`src/rtl/random_coord_gen_pkg.sv`:
```
// Shared screen constants, coordinate widths and generator state encoding.
package random_coord_gen_pkg;

   // Visible screen area; default exclusive bounds for generated coordinates.
   localparam int H_ACTIVE = 640;
   localparam int V_ACTIVE = 480;

   // Coordinate widths wide enough to hold H_ACTIVE-1 and V_ACTIVE-1.
   localparam int X_W = 10;
   localparam int Y_W = 9;

   // S_X: waiting for an acceptable x sample; S_Y: x held, waiting for y.
   typedef enum logic {
      S_X = 1'b0,
      S_Y = 1'b1
   } state_t;

endpackage

```
`src/rtl/random_coord_gen_if.sv`:
```
// Coordinate output stream.
// Handshake: the producer holds out_valid high while an entry is at the head;
// out_x/out_y are stable whenever out_valid is high; one entry transfers on
// every clock edge where out_valid && out_ready; out_ready while out_valid is
// low has no effect.
interface random_coord_gen_if #(
   parameter int X_W = random_coord_gen_pkg::X_W,
   parameter int Y_W = random_coord_gen_pkg::Y_W
);
   logic           out_valid;
   logic           out_ready;
   logic [X_W-1:0] out_x;
   logic [Y_W-1:0] out_y;

   modport master (
      output out_valid,
      output out_x,
      output out_y,
      input  out_ready
   );

   modport slave (
      input  out_valid,
      input  out_x,
      input  out_y,
      output out_ready
   );
endinterface

```
`src/rtl/coord_fifo.sv`:
```
// Small show-ahead FIFO with synchronous reset; dout always shows the head.
module coord_fifo #(
   parameter int DEPTH = 4,
   parameter int WIDTH = 19
) (
   input  logic                     clk,
   input  logic                     rst,
   input  logic                     push,
   input  logic                     pop,
   input  logic [WIDTH-1:0]         din,
   output logic [WIDTH-1:0]         dout,
   output logic [$clog2(DEPTH):0]   count,
   output logic                     full,
   output logic                     empty
);
   localparam int PTR_W = $clog2(DEPTH);

   logic [WIDTH-1:0] mem [DEPTH];
   logic [PTR_W-1:0] rd_ptr;
   logic [PTR_W-1:0] wr_ptr;
   logic             do_push;
   logic             do_pop;

   // Pop on empty is ignored; push on full only lands if a pop frees the slot.
   assign do_pop  = pop && !empty;
   assign do_push = push && (!full || do_pop);

   assign full  = (count == (PTR_W+1)'(DEPTH));
   assign empty = (count == '0);
   assign dout  = mem[rd_ptr];

   // Storage, pointers (wrap modulo DEPTH) and occupancy count.
   always_ff @(posedge clk) begin
      if (rst) begin
         rd_ptr <= '0;
         wr_ptr <= '0;
         count  <= '0;
         for (int i = 0; i < DEPTH; i++) begin
            mem[i] <= '0;
         end
      end else begin
         if (do_push) begin
            mem[wr_ptr] <= din;
            wr_ptr      <= wr_ptr + 1'b1;
         end
         if (do_pop) begin
            rd_ptr <= rd_ptr + 1'b1;
         end
         case ({do_push, do_pop})
            2'b10:   count <= count + 1'b1;
            2'b01:   count <= count - 1'b1;
            default: count <= count;
         endcase
      end
   end
endmodule

```
`src/rtl/random_coord_gen.sv`:
```
// Turns a free-running LFSR word into uniform (x, y) screen coordinates by
// rejection sampling and queues finished pairs for the sprite placer.
module random_coord_gen
   import random_coord_gen_pkg::*;
#(
   parameter int H_MAX = random_coord_gen_pkg::H_ACTIVE,
   parameter int V_MAX = random_coord_gen_pkg::V_ACTIVE,
   parameter int X_W   = random_coord_gen_pkg::X_W,
   parameter int Y_W   = random_coord_gen_pkg::Y_W,
   parameter int GAP   = 16,
   parameter int DEPTH = 4
) (
   input  logic                 clk,
   input  logic                 rst,
   input  logic [15:0]          random,
   random_coord_gen_if.master   out_bus,
   output logic [7:0]           reject_count,
   output state_t               state
);
   localparam int GAP_W = $clog2(GAP);
   localparam logic [GAP_W-1:0] GAP_LAST = GAP_W'(GAP - 1);

   state_t               state_q;
   state_t               state_nxt;
   logic [GAP_W-1:0]     gap_cnt;
   logic [GAP_W-1:0]     gap_nxt;
   logic [X_W-1:0]       x_hold;
   logic [X_W-1:0]       x_hold_nxt;
   logic                 reject;
   logic                 push;
   logic                 sample;
   logic [X_W-1:0]       x_cand;
   logic [Y_W-1:0]       y_cand;
   logic [X_W+Y_W-1:0]   fifo_dout;
   logic [$clog2(DEPTH):0] fifo_count;
   logic                 fifo_full;
   logic                 fifo_empty;

   // Upper LFSR bits and the occupancy count are not needed here.
   wire unused_bits = ^{random[15:X_W], fifo_count};

   assign x_cand = random[X_W-1:0];
   assign y_cand = random[Y_W-1:0];
   assign sample = (gap_cnt == GAP_LAST);
   assign state  = state_q;

   // Next-state logic: sample every GAP cycles, accept in-range candidates.
   always_comb begin
      state_nxt  = state_q;
      gap_nxt    = gap_cnt;
      x_hold_nxt = x_hold;
      reject     = 1'b0;
      push       = 1'b0;
      case (state_q)
         S_X: begin
            // Freeze while full so a pair is never built without a free slot.
            if (!fifo_full) begin
               gap_nxt = sample ? '0 : gap_cnt + 1'b1;
               if (sample) begin
                  if (32'(x_cand) < H_MAX) begin
                     x_hold_nxt = x_cand;
                     state_nxt  = S_Y;
                  end else begin
                     reject = 1'b1;
                  end
               end
            end
         end
         S_Y: begin
            // A slot is already reserved: count only shrinks while in S_Y.
            gap_nxt = sample ? '0 : gap_cnt + 1'b1;
            if (sample) begin
               if (32'(y_cand) < V_MAX) begin
                  push      = 1'b1;
                  state_nxt = S_X;
               end else begin
                  reject = 1'b1;
               end
            end
         end
         default: state_nxt = S_X;
      endcase
   end

   // State, sample timer, held x and saturating reject counter.
   always_ff @(posedge clk) begin
      if (rst) begin
         state_q      <= S_X;
         gap_cnt      <= '0;
         x_hold       <= '0;
         reject_count <= '0;
      end else begin
         state_q <= state_nxt;
         gap_cnt <= gap_nxt;
         x_hold  <= x_hold_nxt;
         if (reject && (reject_count != 8'hFF)) begin
            reject_count <= reject_count + 8'd1;
         end
      end
   end

   coord_fifo #(
      .DEPTH (DEPTH),
      .WIDTH (X_W + Y_W)
   ) u_fifo (
      .clk   (clk),
      .rst   (rst),
      .push  (push),
      .pop   (out_bus.out_ready),
      .din   ({x_hold, y_cand}),
      .dout  (fifo_dout),
      .count (fifo_count),
      .full  (fifo_full),
      .empty (fifo_empty)
   );

   assign out_bus.out_valid = !fifo_empty;
   assign out_bus.out_x     = fifo_dout[X_W+Y_W-1:Y_W];
   assign out_bus.out_y     = fifo_dout[Y_W-1:0];
endmodule
```
`src/flat_wrapper.sv`:
```
// flat-port wrapper written by rule: the top's interface ports become plain ports
module random_coord_gen_flat import random_coord_gen_pkg::*;
#(
   parameter int H_MAX = random_coord_gen_pkg::H_ACTIVE,
   parameter int V_MAX = random_coord_gen_pkg::V_ACTIVE,
   parameter int X_W   = random_coord_gen_pkg::X_W,
   parameter int Y_W   = random_coord_gen_pkg::Y_W,
   parameter int GAP   = 16,
   parameter int DEPTH = 4
)
  (clk, rst, random, reject_count, state, out_bus_out_valid, out_bus_out_x, out_bus_out_y, out_bus_out_ready);
  random_coord_gen_if #(.X_W(X_W), .Y_W(Y_W)) out_bus_i ();
  input  logic clk;
  input  logic rst;
  input  logic [15:0] random;
  output logic [7:0] reject_count;
  output state_t state;
  output wire logic [$bits(out_bus_i.out_valid)-1:0] out_bus_out_valid;
  output wire logic [$bits(out_bus_i.out_x)-1:0] out_bus_out_x;
  output wire logic [$bits(out_bus_i.out_y)-1:0] out_bus_out_y;
  input wire logic [$bits(out_bus_i.out_ready)-1:0] out_bus_out_ready;
  assign out_bus_out_valid = out_bus_i.out_valid;
  assign out_bus_out_x = out_bus_i.out_x;
  assign out_bus_out_y = out_bus_i.out_y;
  assign out_bus_i.out_ready = out_bus_out_ready;
  random_coord_gen #(.H_MAX(H_MAX), .V_MAX(V_MAX), .X_W(X_W), .Y_W(Y_W), .GAP(GAP), .DEPTH(DEPTH)) u_core (.clk(clk), .rst(rst), .random(random), .out_bus(out_bus_i), .reject_count(reject_count), .state(state));
endmodule
```
`config.mk`:
```
export PLATFORM = sky130hd
export DESIGN_NAME = random_coord_gen_flat
export DESIGN_NICKNAME = d
export VERILOG_FILES = /design/src/rtl/random_coord_gen_pkg.sv /design/src/rtl/random_coord_gen_if.sv /design/src/rtl/coord_fifo.sv /design/src/rtl/random_coord_gen.sv /design/src/flat_wrapper.sv
export SDC_FILE = /design/constraint.sdc
export NUM_CORES = 1
export LEC_CHECK = 0
export BUFFER_PORTS_ARGS = -buffer_cell sky130_fd_sc_hd__clkbuf_2
export CAP_MARGIN = 20
export CELL_PAD_IN_SITES_DETAIL_PLACEMENT = 0
export CELL_PAD_IN_SITES_GLOBAL_PLACEMENT = 1
export CORE_UTILIZATION = 35
export DETAILED_ROUTE_END_ITERATION = 12
export PLACE_DENSITY_LB_ADDON = 0.15
export SYNTH_ARGS = -nofsm -noshare
export SYNTH_HDL_FRONTEND = slang
export SYNTH_SLANG_ARGS = --single-unit
```
`constraint.sdc`:
```
create_clock -name clk -period 3 [get_ports clk]
set_input_delay 0.45 -clock clk [delete_from_list [all_inputs] [get_ports clk]]
set_output_delay 0.45 -clock clk [all_outputs]
set_load 0.1 [all_outputs]
```
[Word level (Yosys, flattened, before mapping)]
Memories as Yosys holds them, arrays and structs flattened. A register that Yosys moved wholly into a read port is not among the register bits.
Cells that the tools add are included.
Storage, ports and cells
  bits in registers: 30
  latch bits: 0
  RAM bits: 76
  bits in read-only memories: 0
  input port bits: 19
  output and inout port bits: 29
  logic and storage cells: 62
  memories: 1
Memories
  u_core.u_fifo.mem: words 4, width 19, read ports 1, clocked after memory_dff 1, write ports 4, line coord_fifo.sv:18  | logic [WIDTH-1:0] mem [DEPTH];
Operators by class
  add/sub/neg operators: 6
  multipliers: 0
  div/mod/pow operators: 0
  magnitude comparators: 2
  equality and inequality tests: 6
  shifts and indexed selects: 0
  muxes and demuxes: 28
  bitwise gates (word level): 2
  reduce and logical (&&, ||, !) cells: 10
Operators by type and width (number)
  $mux W19: 1
  $reduce_or A19 Y1: 1
  $mux W1: 18
  $lt A10 B10 Y1 const B: 1
  $lt A9 B9 Y1 const B: 1
  $add A8 B1 Y8 const B: 1
  $mux W4: 2
  $ne A8 B8 Y1 const B: 1
  $pmux W4 S2: 1
  $mux W2: 3
  $pmux W3 S2: 1
  $add A2 B1 Y2 const B: 2
  $add A4 B1 Y4 const B: 1
  $eq A4 B4 Y1 const B: 1
  $pmux W1 S2: 2
  $reduce_and A4 Y1: 1
  $add A3 B1 Y3 const B: 1
  $eq A3 B3 Y1 const B: 1
  $logic_and A1 B1 Y1: 3
  $logic_not A3 Y1: 1
  $sub A3 B1 Y3 const B: 1
  $eq A2 B1 Y1 const B: 1
  $eq A2 B2 Y1 const B: 1
  $logic_not A1 Y1: 2
  4 further kinds: 5

[Logic depth before layout (Yosys ltp)]
Gate-level depths: netlist of the first run.
  depth after elaboration: 10
  gate-level depth with buffers: 9
  gate-level depth less buffers: 9

[Modules after synthesis]
Synthesis of the first run repeated with hierarchy kept, for this count alone.
Second synthesis, totals
  cell total of the unflattened synthesis: 349
  area total of the unflattened synthesis: 4768.3 µm²
By module, submodules not included
  coord_fifo: instances 1, cells each 236, area an instance 3736.1 µm², sequential area each 2462.4 µm²
  random_coord_gen: instances 1, cells each 113, area an instance 1032.2 µm², sequential area each 460.4 µm²

[Worst setup path before layout of the first run]
Ideal clock, no wire load.
  path type: reg2reg
  start: register u_core.state_q, in the netlist u_core.state
  end: memory u_core.u_fifo.mem[1][0], enable pin
  setup time: 425 ps
  data arrival time: 3012 ps
  data required time: 2575 ps
  setup slack: -436 ps
  stages on the path, launching flop included: 3
  buffers on the path: 0
  clock period less this slack: 3436 ps
  cells stage by stage: dfxtp_1 > o2111ai_4 > o31ai_1
RTL lines
  from (decl): line random_coord_gen.sv:23  | state_t state_q;
  from (signal assigned): line random_coord_gen.sv:93  | state_q <= state_nxt;
  to (decl): line coord_fifo.sv:18

==> results of run 1 <==
==> sequential cells by signal, summed over array words and instances (netlist names), named ones only <==
signal                cells
u_core.state              1
u_core.x_hold            10
u_core.u_fifo.rd_ptr      2
u_core.gap_cnt            4
u_core.u_fifo.mem        76
u_core.reject_count       8
u_core.u_fifo.wr_ptr      2
u_core.u_fifo.count       3
==> power by group through the flow <==
stage	clock, W	combinational [W]	sequential [W]
5_1_grt	0.00137	0.000177	0.00164
2_1_floorplan	0	0.000116	0.00167
3_5_place_dp	0	0.000170	0.00167
4_1_cts	0.00131	0.000170	0.00164
6_report	0.00127	0.000166	0.00164
3_3_place_gp	0	0.000169	0.00167
==> worst min-delay path, stage by stage <==
cell	delay (ps)
clkbuf_2	90
mux2i_1	60
nor2_1	70
==> cells by family after synthesis <==
family                     after synthesis  share of synthesized area, %
DFF                                    108                         62.21
buffers and inverters                   23                         1.997
muxes                                   31                         11.69
xor gates and xnor gates                 6                         1.119
and+or+nand+nor                        135                         17.02
adders and majority gates                4                         1.225
AOI/OAI and AO/OA                       33                         4.740
==> how the worst max path moves through the flow <==
stage,end,slack (ps),cells past startpoint
2_1_floorplan,u_core.u_fifo.mem[1][0]$_SDFFCE_PN0P_,140,2
3_3_place_gp,u_core.u_fifo.mem[0][10]$_SDFFCE_PN0P_,640,7
3_5_place_dp,u_core.u_fifo.mem[0][10]$_SDFFCE_PN0P_,610,7
4_1_cts,out_bus_out_y[8],490,3
5_1_grt,u_core.u_fifo.mem[0][1]$_SDFFCE_PN0P_,410,7
6_report,out_bus_out_x[5],550,3
==> area by class of cell <==
type	count	area share, %
clock buffers	11	4.402
clock inverters	5	1.475
inverters	6	0.4084
multi-input cells	209	31.04
flip-flops and latches	108	53.01
well taps	172	3.903
repair buffers	56	5.764
==> per-layer routing <==
layer / global-route usage [%] / part of all wire, % / vias to the layer above
li1: - / - / 1346
met1: 17.47 / 41 / 1366
met2: 27.10 / 53 / 59
met3: 3.440 / 4.5 / 12
met4: 5.369 / 1.5 / 0
met5: 0 / 0 / -
==> placed cells by master, fill, tap and decap left out, types with 5 or more instances in the layout <==
master | Yosys | layout
inv_1 | 6 | 6
clkbuf_2 | 0 | 41
or4_1 | 5 | 5
o31ai_1 | 6 | 5
and2_1 | 78 | 78
mux4_2 | 19 | 19
buf_4 | 0 | 15
a21oi_1 | 13 | 13
o21ai_0 | 7 | 6
nand2_1 | 6 | 6
nor2_1 | 22 | 22
clkbuf_16 | 0 | 9
mux2i_1 | 11 | 11
edfxtp_1 | 76 | 76
dfxtp_1 | 32 | 32
==> per-stage QoR <==
| step | cell area (µm²) | hold slack [ps] | cells | setup slack, ps | total power (W) |
|---|---|---|---|---|---|
| 6_report | 5514 | 371.9 | 567 | 552.1 | 0.003078 |
| 5_1_grt | 5514 | 402.5 | 567 | 414.8 | 0.003187 |
| 2_1_floorplan | 4703 | 466.8 | 340 | 143.5 | 0.001784 |
| 3_5_place_dp | 5190 | 493.4 | 551 | 607.0 | 0.001842 |
| 3_3_place_gp | 5190 | 475.4 | 551 | 641.8 | 0.001839 |
| 4_1_cts | 5514 | 364.7 | 567 | 488.1 | 0.003119 |
==> impl_metrics.py, run 1 <==
metrics = {
    "yosys": {
        "yosys-top-cells-area": "edfxtp_1, dfxtp_1, and2_1",
        "synth_edf_count": 76,
        "ys_ff_latch": 108,
        "ys_seq_area_share_pct": 62.21,
        "avgSynthCellArea_um2": 13.82,
        "yosys_warnings": 0,
        "synth-main-ff-cell": "edfxtp_1",
        "syn_nets": 363,
        "netlist.area_leader.share_pct": 48.58,
        "ys_top_cells_by_count": "and2_1, edfxtp_1, dfxtp_1",
        "yosys.cell_types.count": 42,
        "yosys.area.top_type": "edfxtp_1",
        "async_flop_share_pct": 0,
        "synth_most_common_cell": "and2_1",
        "synthCells": 340,
        "syn_area_mm2": 0.004698,
    },
    "place": {
        "hpwl_mm": 6.056,
        "port_buffers": 41,
        "place_congestion": 0.7323,
    },
    "critical_path": {
        "cp-start-kind": "flop",
        "crit_chain": "buf_4, mux4_2, clkbuf_2",
        "cp_slowest_cell": "mux4_2",
        "reg2reg_to": "u_core.u_fifo.count[2]$_SDFFE_PP0P_",
        "r2r_start": "u_core.u_fifo.count[2]$_SDFFE_PP0P_",
        "path_max_fanout": 19,
        "path_buf_inv": 2,
        "path_class": "flop to primary output",
        "cp_top_family": "buffers and inverters",
        "endpoint_kind": "primary output",
        "critical_path_required_ps": 2550,
        "r2r_slack_ps": 610,
        "cp_data_arrival_time_ps": 2000,
        "r2r_cells": 8,
        "max_stage_delay_ps": 580,
    },
    "timing": {
        "finalSetupTns_ps": 0,
        "grt_setup_unrepaired": "no",
        "min_period_ps": 2448,
        "tightest_slew_ps": 707.5,
        "finalSetupViolCount": 0,
        "slew_violations": 0,
        "max_freq_mhz": 408.5,
        "relSlewSlack_pct": 52.80,
        "fin_skew_ps": 5.932,
        "fin_crit_sh_pct": 81.60,
        "finalHoldViolCount": 0,
    },
    "clock_tree": {
        "cts_root_buf": "clkbuf_16",
        "cts_buffers": 9,
        "hold_buffers": 0,
        "htree_levels": 3,
        "cts_resized": 0,
        "clk-insertion-delay-late_ps": 340,
        "cts_sinks": 108,
        "clockBufferDepth": 2,
        "postCtsSetupRepairBufs": 0,
        "clk_pin_slew_worst_paths_ps": 70,
        "tritoncts": "built",
    },
    "pwr": {
        "leakage_nw": 1.978,
        "clkPwrFrac_pct": 41.4,
        "p_comb_share_pct": 5.4,
        "p_sw_w": 0.0006556,
        "peakVddDrop_mv": 0.2755,
        "intPower_w": 0.002422,
        "switching_share_pct": 21.30,
        "power_density_mw_per_mm2": 558.2,
        "p_seq_share_pct": 53.2,
    },
    "floorplanning": {
        "die_height_um": 117.9,
        "rows": 41,
        "initial_core_util_pct": 36.49,
        "fp.coreArea_mm2": 0.01288,
        "die_w_um": 117.9,
        "dieArea_mm2": 0.01389,
        "io_pins": 48,
    },
    "hold_path": {
        "hold_start": "random[9]",
        "min-delay-path-class": "input port to flop",
        "hold_end": "u_core.x_hold[9]$_SDFFE_PP0P_",
        "hold_path_depth": 3,
    },
    "route": {
        "vias_per_cell": 4.908,
        "via_count": 2783,
        "route.antenna.remaining_nets": 0,
        "first_pass_iters": 5,
        "first_iter_violations": 138,
        "routed_wl_mm": 9.741,
        "drc": 0,
        "wire_per_inst_um": 17.18,
    },
    "finish": {
        "antenna_cells": 0,
        "multiInputGateArea_mm2": 0.001712,
        "synthToLayoutAreaGrowth_pct": 17.36,
        "drive_gt1_share_pct": 25.06,
        "ff_latch_area_mm2": 0.002923,
        "nNetsFinal": 413,
        "n_fill_cell": 1226,
        "utilization_pct": 42.82,
    },
    "grt": {
        "grt_pass1_wl_mm": 15.64,
        "grt_max_degree": 20,
        "grt-ovfl-total": 0,
        "grt_pass1_vias": 2942,
        "antenna_found_initial": 0,
        "grtUsageTotal_pct": 15.08,
    },
    "status": {
        "status": "finished clean",
    },
    "run": {
        "cap_violations": 0,
    },
}
Power figures use the tool's default switching activity.
==> inputs of run 2 (changes only) <==
clock period = 2.3 ns   (was 3 ns; I/O delays follow)
==> impl_metrics.py, run 2 (synthesis gave the netlist of run 1 again) <==
metrics = {
    "grt": {
        "grtUsageTotal_pct": 15.37,
        "grt_max_degree": 22,
        "grt_pass1_wl_mm": 15.88,
        "antenna_found_initial": 0,
        "grt-ovfl-total": 0,
        "grt_pass1_vias": 2824,
    },
    "clock_tree": {
        "cts_buffers": 9,
        "clk-insertion-delay-late_ps": 360,
        "tritoncts": "built",
        "cts_root_buf": "clkbuf_16",
        "htree_levels": 3,
        "clockBufferDepth": 2,
        "cts_sinks": 108,
        "clk_pin_slew_worst_paths_ps": 70,
    },
    "route": {
        "first_iter_violations": 155,
        "wire_per_inst_um": 17.24,
        "route.antenna.remaining_nets": 0,
        "wl_met3_um": 317,
        "vias_per_cell": 4.828,
        "top_layer_used": "met4",
        "routed_wl_mm": 9.948,
        "wl_met1_mm": 4.439,
        "routed-wl-met2_mm": 5.056,
        "drc": 0,
        "via_count": 2786,
        "first_pass_iters": 4,
    },
    "floorplanning": {
        "die_height_um": 117.9,
        "initial_core_util_pct": 36.49,
        "rows": 41,
        "dieArea_mm2": 0.01389,
        "io_pins": 48,
        "fp.coreArea_mm2": 0.01288,
        "die_w_um": 117.9,
    },
    "critical_path": {
        "cp_top_family": "simple AND/OR/NAND/NOR gates",
        "endpoint_kind": "flop",
        "cp_slowest_cell": "or3b_4",
        "crit_chain": "or3b_4, o2111ai_4, ha_4, inv_2, fa_2, xor2_1, or3_1, a21oi_1",
        "path_class": "flop to flop",
        "cp-start-kind": "flop",
        "path_max_fanout": 4,
        "critical_path_required_ps": 2580,
        "max_stage_delay_ps": 410,
        "cp_data_arrival_time_ps": 2490,
        "path_buf_inv": 1,
    },
    "finish": {
        "top_register": "u_core.u_fifo.mem",
        "utilization_pct": 46.03,
        "stdcell_count": 577,
        "final_common_cell": "and2_1",
        "final_cell_area_mm2": 0.005927,
        "ff_latch_area_mm2": 0.002933,
        "layout_common_cells": "and2_1, edfxtp_1, dfxtp_1",
        "synthToLayoutAreaGrowth_pct": 26.15,
        "n_fill_cell": 1145,
        "drive_gt1_share_pct": 29.63,
        "largest_reg_flops": 76,
        "antenna_cells": 0,
        "multiInputGateArea_mm2": 0.001734,
        "nNetsFinal": 423,
        "top_regs": "u_core.u_fifo.mem (76), u_core.x_hold (10), u_core.reject_count (8)",
    },
    "place": {
        "hpwl_mm": 5.940,
        "place_congestion": 0.7383,
        "pre_cts_slack_ps": 64.01,
        "place_area_mm2": 0.005605,
        "port_buffers": 41,
        "dpl.cell_count": 555,
    },
    "run": {
        "cap_violations": 0,
    },
    "hold_path": {
        "min-delay-path-class": "input port to flop",
    },
    "pwr": {
        "peakVddDrop_mv": 0.4456,
        "leakage_nw": 2.130,
        "power_density_mw_per_mm2": 651.5,
    },
    "timing": {
        "relSlewSlack_pct": 63.38,
        "slew_violations": 0,
        "tightest_slew_ps": 551.6,
        "fin_ws_ps": 87.78,
        "fin_crit_sh_pct": 96.18,
        "max_freq_mhz": 452.0,
        "min_period_ps": 2212,
        "finalSetupViolCount": 0,
        "grt_setup_unrepaired": "no",
        "finalHoldViolCount": 0,
        "fin_skew_ps": 8.209,
    },
    "status": {
        "status": "finished clean",
    },
}
-- run 2: tightest hold or removal path, delay by kind of cell --
family / cells / cell delay, ps
buffers and inverters: 1 / 100
muxes: 1 / 70
and+or+nand+nor: 1 / 70
-- run 2: metrics by stage --
stage	hold slack (ps)	setup TNS [ps]	total power [W]
after floorplan	466.8	-9.611	0.002328
after global placement	477.6	0	0.002455
after detailed placement	492.8	0	0.002458
after CTS	245.4	0	0.003907
after global routing	259.1	0	0.003990
final	265.2	0	0.003861
-- run 2: power by group --
group,leakage (nW),total [W],internal (W),switching (W)
Combinational,0.950,0.000273,0.0000966,0.000176
Clock,0.134,0.00145,0.000740,0.000714
Sequential,1.05,0.00213,0.00212,0.0000153
-- run 2: final timing paths --
kind,cells after the start,start,endpoint,slack [ps]
worst min-delay path,3,random[9],u_core.x_hold[9]$_SDFFE_PP0P_,270
worst max-delay path,8,u_core.u_fifo.count[2]$_SDFFE_PP0P_,u_core.u_fifo.count[2]$_SDFFE_PP0P_,90
worst max register to register,8,u_core.u_fifo.count[2]$_SDFFE_PP0P_,u_core.u_fifo.count[2]$_SDFFE_PP0P_,90
worst min register to register,2,u_core.gap_cnt[3]$_SDFFE_PP0P_,u_core.gap_cnt[3]$_SDFFE_PP0P_,500
-- run 2: repair_timing --
| item | 4_1_cts | 5_1_grt |
|---|---|---|
| gates resized for setup | 0 | 2 |
| setup buffers | 0 | 6 |
| endpoints found under the setup margin | 0 | 20 |
| hold buffers | 0 | 0 |
-- run 2: cell type report --
class	instances	area share, %
Multi-Input combinational cell	209	29.26
Clock inverter	5	0.6122
Tap cell	172	3.631
Sequential cell	108	49.48
Clock buffer	11	3.927
Inverter	6	0.3800
Timing Repair Buffer	66	12.71
-- run 2: per-layer routing --
layer	up-vias	GRT usage (%)
met5	-	0
met4	0	5.048
met3	9	4.070
met2	38	26.14
met1	1368	18.88
li1	1371	-
